==> src/rtl/mko_bus_resp_pkg.sv <==
// Shared types and helpers for the MKO bus responder: FSM states, widths, and the
// odd-parity check on the terminal address.
package mko_pkg;

    localparam int RDAT_W = 5;
    localparam int CNT_W  = 16;

    typedef enum logic [1:0] {
        IDLE = 2'd0,
        WAIT = 2'd1,
        ACK  = 2'd2
    } state_t;

    // Odd parity over address plus parity bit: good when the XOR of all six bits is 1
    function automatic logic parity_ok(input logic [RDAT_W-1:0] rdat, input logic rdatp);
        return ^{rdat, rdatp};
    endfunction

endpackage

==> src/rtl/mko_bus_resp_sync_edge.sv <==
// Two-flop synchroniser onto CLK_32 with single-cycle rise/fall pulses on the
// synchronised level. RST_VAL sets the idle level assumed during RESET.
module mko_sync_edge #(
    parameter logic RST_VAL = 1'b1
) (
    input  logic CLK_32,
    input  logic RESET,
    input  logic d,
    output logic q,
    output logic rise,
    output logic fall
);

    logic meta;
    logic sync;
    logic prev;

    always_ff @(posedge CLK_32) begin
        if (RESET) begin
            meta <= RST_VAL;
            sync <= RST_VAL;
            prev <= RST_VAL;
        end else begin
            meta <= d;
            sync <= meta;
            prev <= sync;
        end
    end

    assign q    = sync;
    assign rise = sync & ~prev;
    assign fall = ~sync & prev;

endmodule

==> src/rtl/mko_bus_resp.sv <==
// MKO host-interface device-side responder (1895VA2T bus-port emulation).
// Define MKO_RESP_TIMEOUT_EN to add the strobe-hold timeout and the timeout_o flag.
//
// state | meaning
// IDLE  | waiting for a selected strobe with a valid terminal address
// WAIT  | counting down WAIT_CYCLES before acknowledging
// ACK   | READYD_N low (read data driven) until the host releases the strobe
module mko_bus_resp
    import mko_pkg::*;
#(
    parameter int WB_DATA_WIDTH  = 16,
    parameter int REG_ADDR_W     = 3,
    parameter int WAIT_CYCLES    = 4,
    parameter int TIMEOUT_CYCLES = 64
) (
    input  logic                     CLK_32,
    input  logic                     RESET,
    input  logic                     MKO_CLK,
    input  logic                     MKO_RES_N,
    input  logic                     MKO_STRBD_N,
    input  logic                     MKO_SELECT_N,
    input  logic                     MKO_RDWR_N,
    input  logic [RDAT_W-1:0]        MKO_RDAT,
    input  logic                     MKO_RDATP,
    input  logic [REG_ADDR_W-1:0]    MKO_ADDR,
    input  logic [WB_DATA_WIDTH-1:0] MKO_DAT_I,
    output logic [WB_DATA_WIDTH-1:0] MKO_DAT_O,
    output logic                     MKO_DAT_OE,
    output logic                     MKO_READYD_N,
    output logic [RDAT_W-1:0]        rt_addr_o,
    output logic                     rt_addr_valid,
    output logic                     parity_err,
`ifdef MKO_RESP_TIMEOUT_EN
    output logic                     timeout_o,
`endif
    output logic [CNT_W-1:0]         cycle_cnt
);

    localparam int          NWORDS    = 2 ** REG_ADDR_W;
    localparam logic [3:0]  WAIT_LOAD = 4'(WAIT_CYCLES - 1);

    logic strb_s, strb_rise, strb_fall;
    logic sel_s,  sel_rise,  sel_fall;
    logic rdwr_s, rdwr_rise, rdwr_fall;
    logic res_s,  res_rise,  res_fall;
    logic mclk_s, mclk_rise, mclk_fall;

    mko_sync_edge #(.RST_VAL(1'b1)) u_sync_strb (
        .CLK_32(CLK_32), .RESET(RESET), .d(MKO_STRBD_N),
        .q(strb_s), .rise(strb_rise), .fall(strb_fall)
    );
    mko_sync_edge #(.RST_VAL(1'b1)) u_sync_sel (
        .CLK_32(CLK_32), .RESET(RESET), .d(MKO_SELECT_N),
        .q(sel_s), .rise(sel_rise), .fall(sel_fall)
    );
    mko_sync_edge #(.RST_VAL(1'b1)) u_sync_rdwr (
        .CLK_32(CLK_32), .RESET(RESET), .d(MKO_RDWR_N),
        .q(rdwr_s), .rise(rdwr_rise), .fall(rdwr_fall)
    );
    // Starting low means a host that already released RES_N is latched after RESET
    mko_sync_edge #(.RST_VAL(1'b0)) u_sync_res (
        .CLK_32(CLK_32), .RESET(RESET), .d(MKO_RES_N),
        .q(res_s), .rise(res_rise), .fall(res_fall)
    );
    mko_sync_edge #(.RST_VAL(1'b0)) u_sync_mclk (
        .CLK_32(CLK_32), .RESET(RESET), .d(MKO_CLK),
        .q(mclk_s), .rise(mclk_rise), .fall(mclk_fall)
    );

    logic unused_sync;
    assign unused_sync = ^{strb_rise, sel_rise, sel_fall, rdwr_rise, rdwr_fall,
                           res_fall, mclk_s, mclk_rise, mclk_fall};

    state_t                    state;
    logic [3:0]                wait_cnt;
    logic                      lat_rd;
    logic [REG_ADDR_W-1:0]     lat_addr;
    logic [WB_DATA_WIDTH-1:0]  lat_data;
    logic [WB_DATA_WIDTH-1:0]  regs [NWORDS];

`ifdef MKO_RESP_TIMEOUT_EN
    localparam logic [CNT_W-1:0] TO_LOAD = CNT_W'(TIMEOUT_CYCLES - 1);
    logic [CNT_W-1:0] to_cnt;
`else
    localparam int unused_timeout_cycles = TIMEOUT_CYCLES;
`endif

    always_ff @(posedge CLK_32) begin
        if (RESET) begin
            state         <= IDLE;
            wait_cnt      <= '0;
            lat_rd        <= 1'b1;
            lat_addr      <= '0;
            lat_data      <= '0;
            MKO_DAT_O     <= '0;
            MKO_DAT_OE    <= 1'b0;
            MKO_READYD_N  <= 1'b1;
            rt_addr_o     <= '0;
            rt_addr_valid <= 1'b0;
            parity_err    <= 1'b0;
            cycle_cnt     <= '0;
            for (int i = 0; i < NWORDS; i++) regs[i] <= '0;
`ifdef MKO_RESP_TIMEOUT_EN
            to_cnt        <= '0;
            timeout_o     <= 1'b0;
`endif
        end else if (!res_s) begin
            // Device reset overrides any cycle in flight, including a pending write
            state         <= IDLE;
            MKO_READYD_N  <= 1'b1;
            MKO_DAT_OE    <= 1'b0;
            rt_addr_valid <= 1'b0;
            for (int i = 0; i < NWORDS; i++) regs[i] <= '0;
`ifdef MKO_RESP_TIMEOUT_EN
            timeout_o     <= 1'b0;
`endif
        end else begin
            if (res_rise) begin
                rt_addr_o     <= MKO_RDAT;
                rt_addr_valid <= parity_ok(MKO_RDAT, MKO_RDATP);
                parity_err    <= ~parity_ok(MKO_RDAT, MKO_RDATP);
            end

            case (state)
                IDLE: begin
                    if (strb_fall && !sel_s && rt_addr_valid) begin
                        state    <= WAIT;
                        lat_rd   <= rdwr_s;
                        lat_addr <= MKO_ADDR;
                        lat_data <= MKO_DAT_I;
                        wait_cnt <= WAIT_LOAD;
`ifdef MKO_RESP_TIMEOUT_EN
                        to_cnt   <= TO_LOAD;
`endif
                    end
                end

                WAIT: begin
`ifdef MKO_RESP_TIMEOUT_EN
                    to_cnt <= to_cnt - 1'b1;
                    if (to_cnt == '0) begin
                        state     <= IDLE;
                        timeout_o <= 1'b1;
                    end else
`endif
                    if (strb_s) begin
                        state <= IDLE;
                    end else if (wait_cnt == '0) begin
                        state        <= ACK;
                        MKO_READYD_N <= 1'b0;
                        cycle_cnt    <= cycle_cnt + 1'b1;
                        if (lat_rd) begin
                            MKO_DAT_O  <= regs[lat_addr];
                            MKO_DAT_OE <= 1'b1;
                        end else begin
                            regs[lat_addr] <= lat_data;
                        end
                    end else begin
                        wait_cnt <= wait_cnt - 1'b1;
                    end
                end

                ACK: begin
`ifdef MKO_RESP_TIMEOUT_EN
                    to_cnt <= to_cnt - 1'b1;
                    if (to_cnt == '0) begin
                        state        <= IDLE;
                        MKO_READYD_N <= 1'b1;
                        MKO_DAT_OE   <= 1'b0;
                        timeout_o    <= 1'b1;
                    end else
`endif
                    if (strb_s) begin
                        state        <= IDLE;
                        MKO_READYD_N <= 1'b1;
                        MKO_DAT_OE   <= 1'b0;
                    end
                end

                default: state <= IDLE;
            endcase
        end
    end

endmodule

==> config.mk <==
export PLATFORM = sky130hd
export DESIGN_NAME = mko_bus_resp
export DESIGN_NICKNAME = d
export VERILOG_FILES = /design/src/rtl/mko_bus_resp_pkg.sv /design/src/rtl/mko_bus_resp_sync_edge.sv /design/src/rtl/mko_bus_resp.sv
export SDC_FILE = /design/constraint.sdc
export NUM_CORES = 1
export LEC_CHECK = 0
export CORE_ASPECT_RATIO = 2
export CORE_UTILIZATION = 50
export CTS_BUF_LIST = sky130_fd_sc_hd__clkbuf_4
export DETAILED_ROUTE_END_ITERATION = 16
export PLACE_DENSITY = 0.74
export SLEW_MARGIN = 10
export SYNTH_ARGS = -nofsm -noshare
export SYNTH_HDL_FRONTEND = slang
export SYNTH_HIERARCHICAL = 1
export SYNTH_SLANG_ARGS = --single-unit
==> constraint.sdc <==
create_clock -name CLK_32 -period 6.3 [get_ports CLK_32]
set_input_delay 0.63 -clock CLK_32 [delete_from_list [all_inputs] [get_ports CLK_32]]
set_output_delay 0.63 -clock CLK_32 [all_outputs]
set_load 0.05 [all_outputs]
==> summary.txt <==
R2R cell count: 6
Mapped Avg Cell Area: 12.6 sq um
status: complete, no violations
post-CTS sizing: 0
register area: 0.00539 sq mm
DR iter-0 viols: 295
RSZ-0062 raised after global routing: false
gr usage total: 24.5%
Mapped Cells: 685
fmax: 251 MHz
Max VDD drop: 0.000202 V
worst-skew pair later-pin latency: 630 ps
dpl hpwl: 13,500 um
Max-cap violations: 0
htree depth: 2
PnR worst setup slack: 2320 ps
DR pass1 iterations: 5
CP Launch Type: register
Placed Area: 0.00951 sq mm
Worst Clk Skew: 28.8 ps
Cell Pwr Density: 256 mW/mm^2
I/O pins: 73
clock sink count: 205
DRT antenna net count: 0
Net Count, Synth: 720
Worst Hold Path Cells: 1
endpoints failing setup: 0
Syn Std Cell Area: 0.00861 sq mm
Worst Hold Slack: 413 ps
Area growth syn-to-layout: 17.6%
cts hold-fix bufs: 0
Design Area, Final: 0.0101 sq mm
Slew HR: 22.8%
multi-input combinational cell area: 0.00309 sq mm
row count: 67
synth warn: 6
pin count of the biggest net entering global routing: 79
final hold vios: 0
CTS tree: built
Final period util: 63.2%
leakage: 3.75 nW
clock-pin slew on the worst setup and hold paths: 70 ps
port bufs: 71
layout cells sized above 1: 15.7%
Die Y: 188 um
setup_tns: 0 ps
drt via density: 5.66
CP Capture Type: register
vias in the first global route: 6,102
Die Area: 0.0178 sq mm
Filler cells: 1,352
Inserted Clock Buffers: 45
gr ovfl total: 0
clk root buf: clkbuf_4
core area: 0.0168 sq mm
fin crit period: 3980 ps
Clock Path Buffers: 3
CP Data Arrival Time: 4210 ps
HP Class: reg -> reg
Setup CP Type: reg -> reg
Post-Place Setup Slack: 2320 ps
Die Wd: 94.8 um
Starting Density: 51.3%
final WL: 20,800 um
postcts setup bufs: 0
Slew Viols, Final: 0
GPL Wtd Cong: 0.823
vias: 5,733
Residual DRC: 0
worst path required time: 6530 ps
Slew @ Worst Pin: 1150 ps
first-pass GRT wire length: 31,900 um
initial antenna violation count: 1
WL/cell: 20.5 um
Layout Nets: 806
crit-path max FO: 17
==> where the power goes <==
part / switching (W) / internal [W] / leakage, nW
clock: 0.000500 / 0.000582 / 0.366
combinational: 0.0000313 / 0.0000312 / 1.22
sequential: 0.00000808 / 0.00144 / 2.16
total: 0.000539 / 0.00205 / 3.75
==> stage by stage <==
stage	util (%)	std cells	total power, W
after floorplan	-	685	0.00150
after global placement	56.7	931	0.00153
after global routing	60.4	1013	0.00268
after CTS	60.4	1012	0.00262
after detailed placement	56.7	931	0.00154
final	60.4	1013	0.00259
==> path summary, 6_finish.rpt <==
check | start | to | slack, ps
hold / removal | u_sync_sel/meta | u_sync_sel/q | 410
setup reg to reg | wait_cnt[0] | regs[5][4] | 2320
setup / recovery | wait_cnt[0] | regs[5][4] | 2320
hold reg to reg | u_sync_sel/meta | u_sync_sel/q | 410
==> state kept, by name, summed over array words and instances, names as in the netlist, 2 cells and up <==
name	flops
cycle_cnt	16
rt_addr_o	5
regs	128
wait_cnt	4
lat_addr	3
MKO_DAT_O	16
lat_data	16
state	2
==> layer usage <==
layer / share of wire, % / track usage (%)
met2: 57 / 45.5
met5: 0 / 0
met3: 4.6 / 3.69
met1: 32 / 23.5
met4: 6.9 / 17.4
==> layout make-up <==
type,count,share of cell area (%)
Sequential cell,205,53.2
Tap cell,207,2.56
Clock buffer,69,5.12
Inverter,6,0.222
Antenna cell,1,0.0247
Multi-Input combinational cell,436,30.5
Timing Repair Buffer,77,7.41
Clock inverter,12,0.989
==> placed cells by master (no fill, tap or decap), types with 6 or more instances in the layout <==
master	instances
and2_1	131
nor2b_1	10
nand2b_1	7
buf_4	6
o22ai_1	16
xor2_1	6
clkdlybuf4s50_1	70
or4_1	6
nand3_1	13
dfxtp_1	76
or2_1	7
a21oi_1	36
inv_1	6
clkinv_1	8
clkbuf_4	69
mux4_2	32
nand2_1	60
nand4_1	6
nor2_1	32
edfxtp_1	128
nor3_1	21
==> worst max-delay path, stage by stage, from the launching register on <==
cell and delay, ps:
dfxtp_1 340, inv_1 110, ha_1 200, nor3b_2 690, nand4_1 500, nor3_2 920
nand2b_1 830
Note: power is estimated with default switching activity, not from simulation.
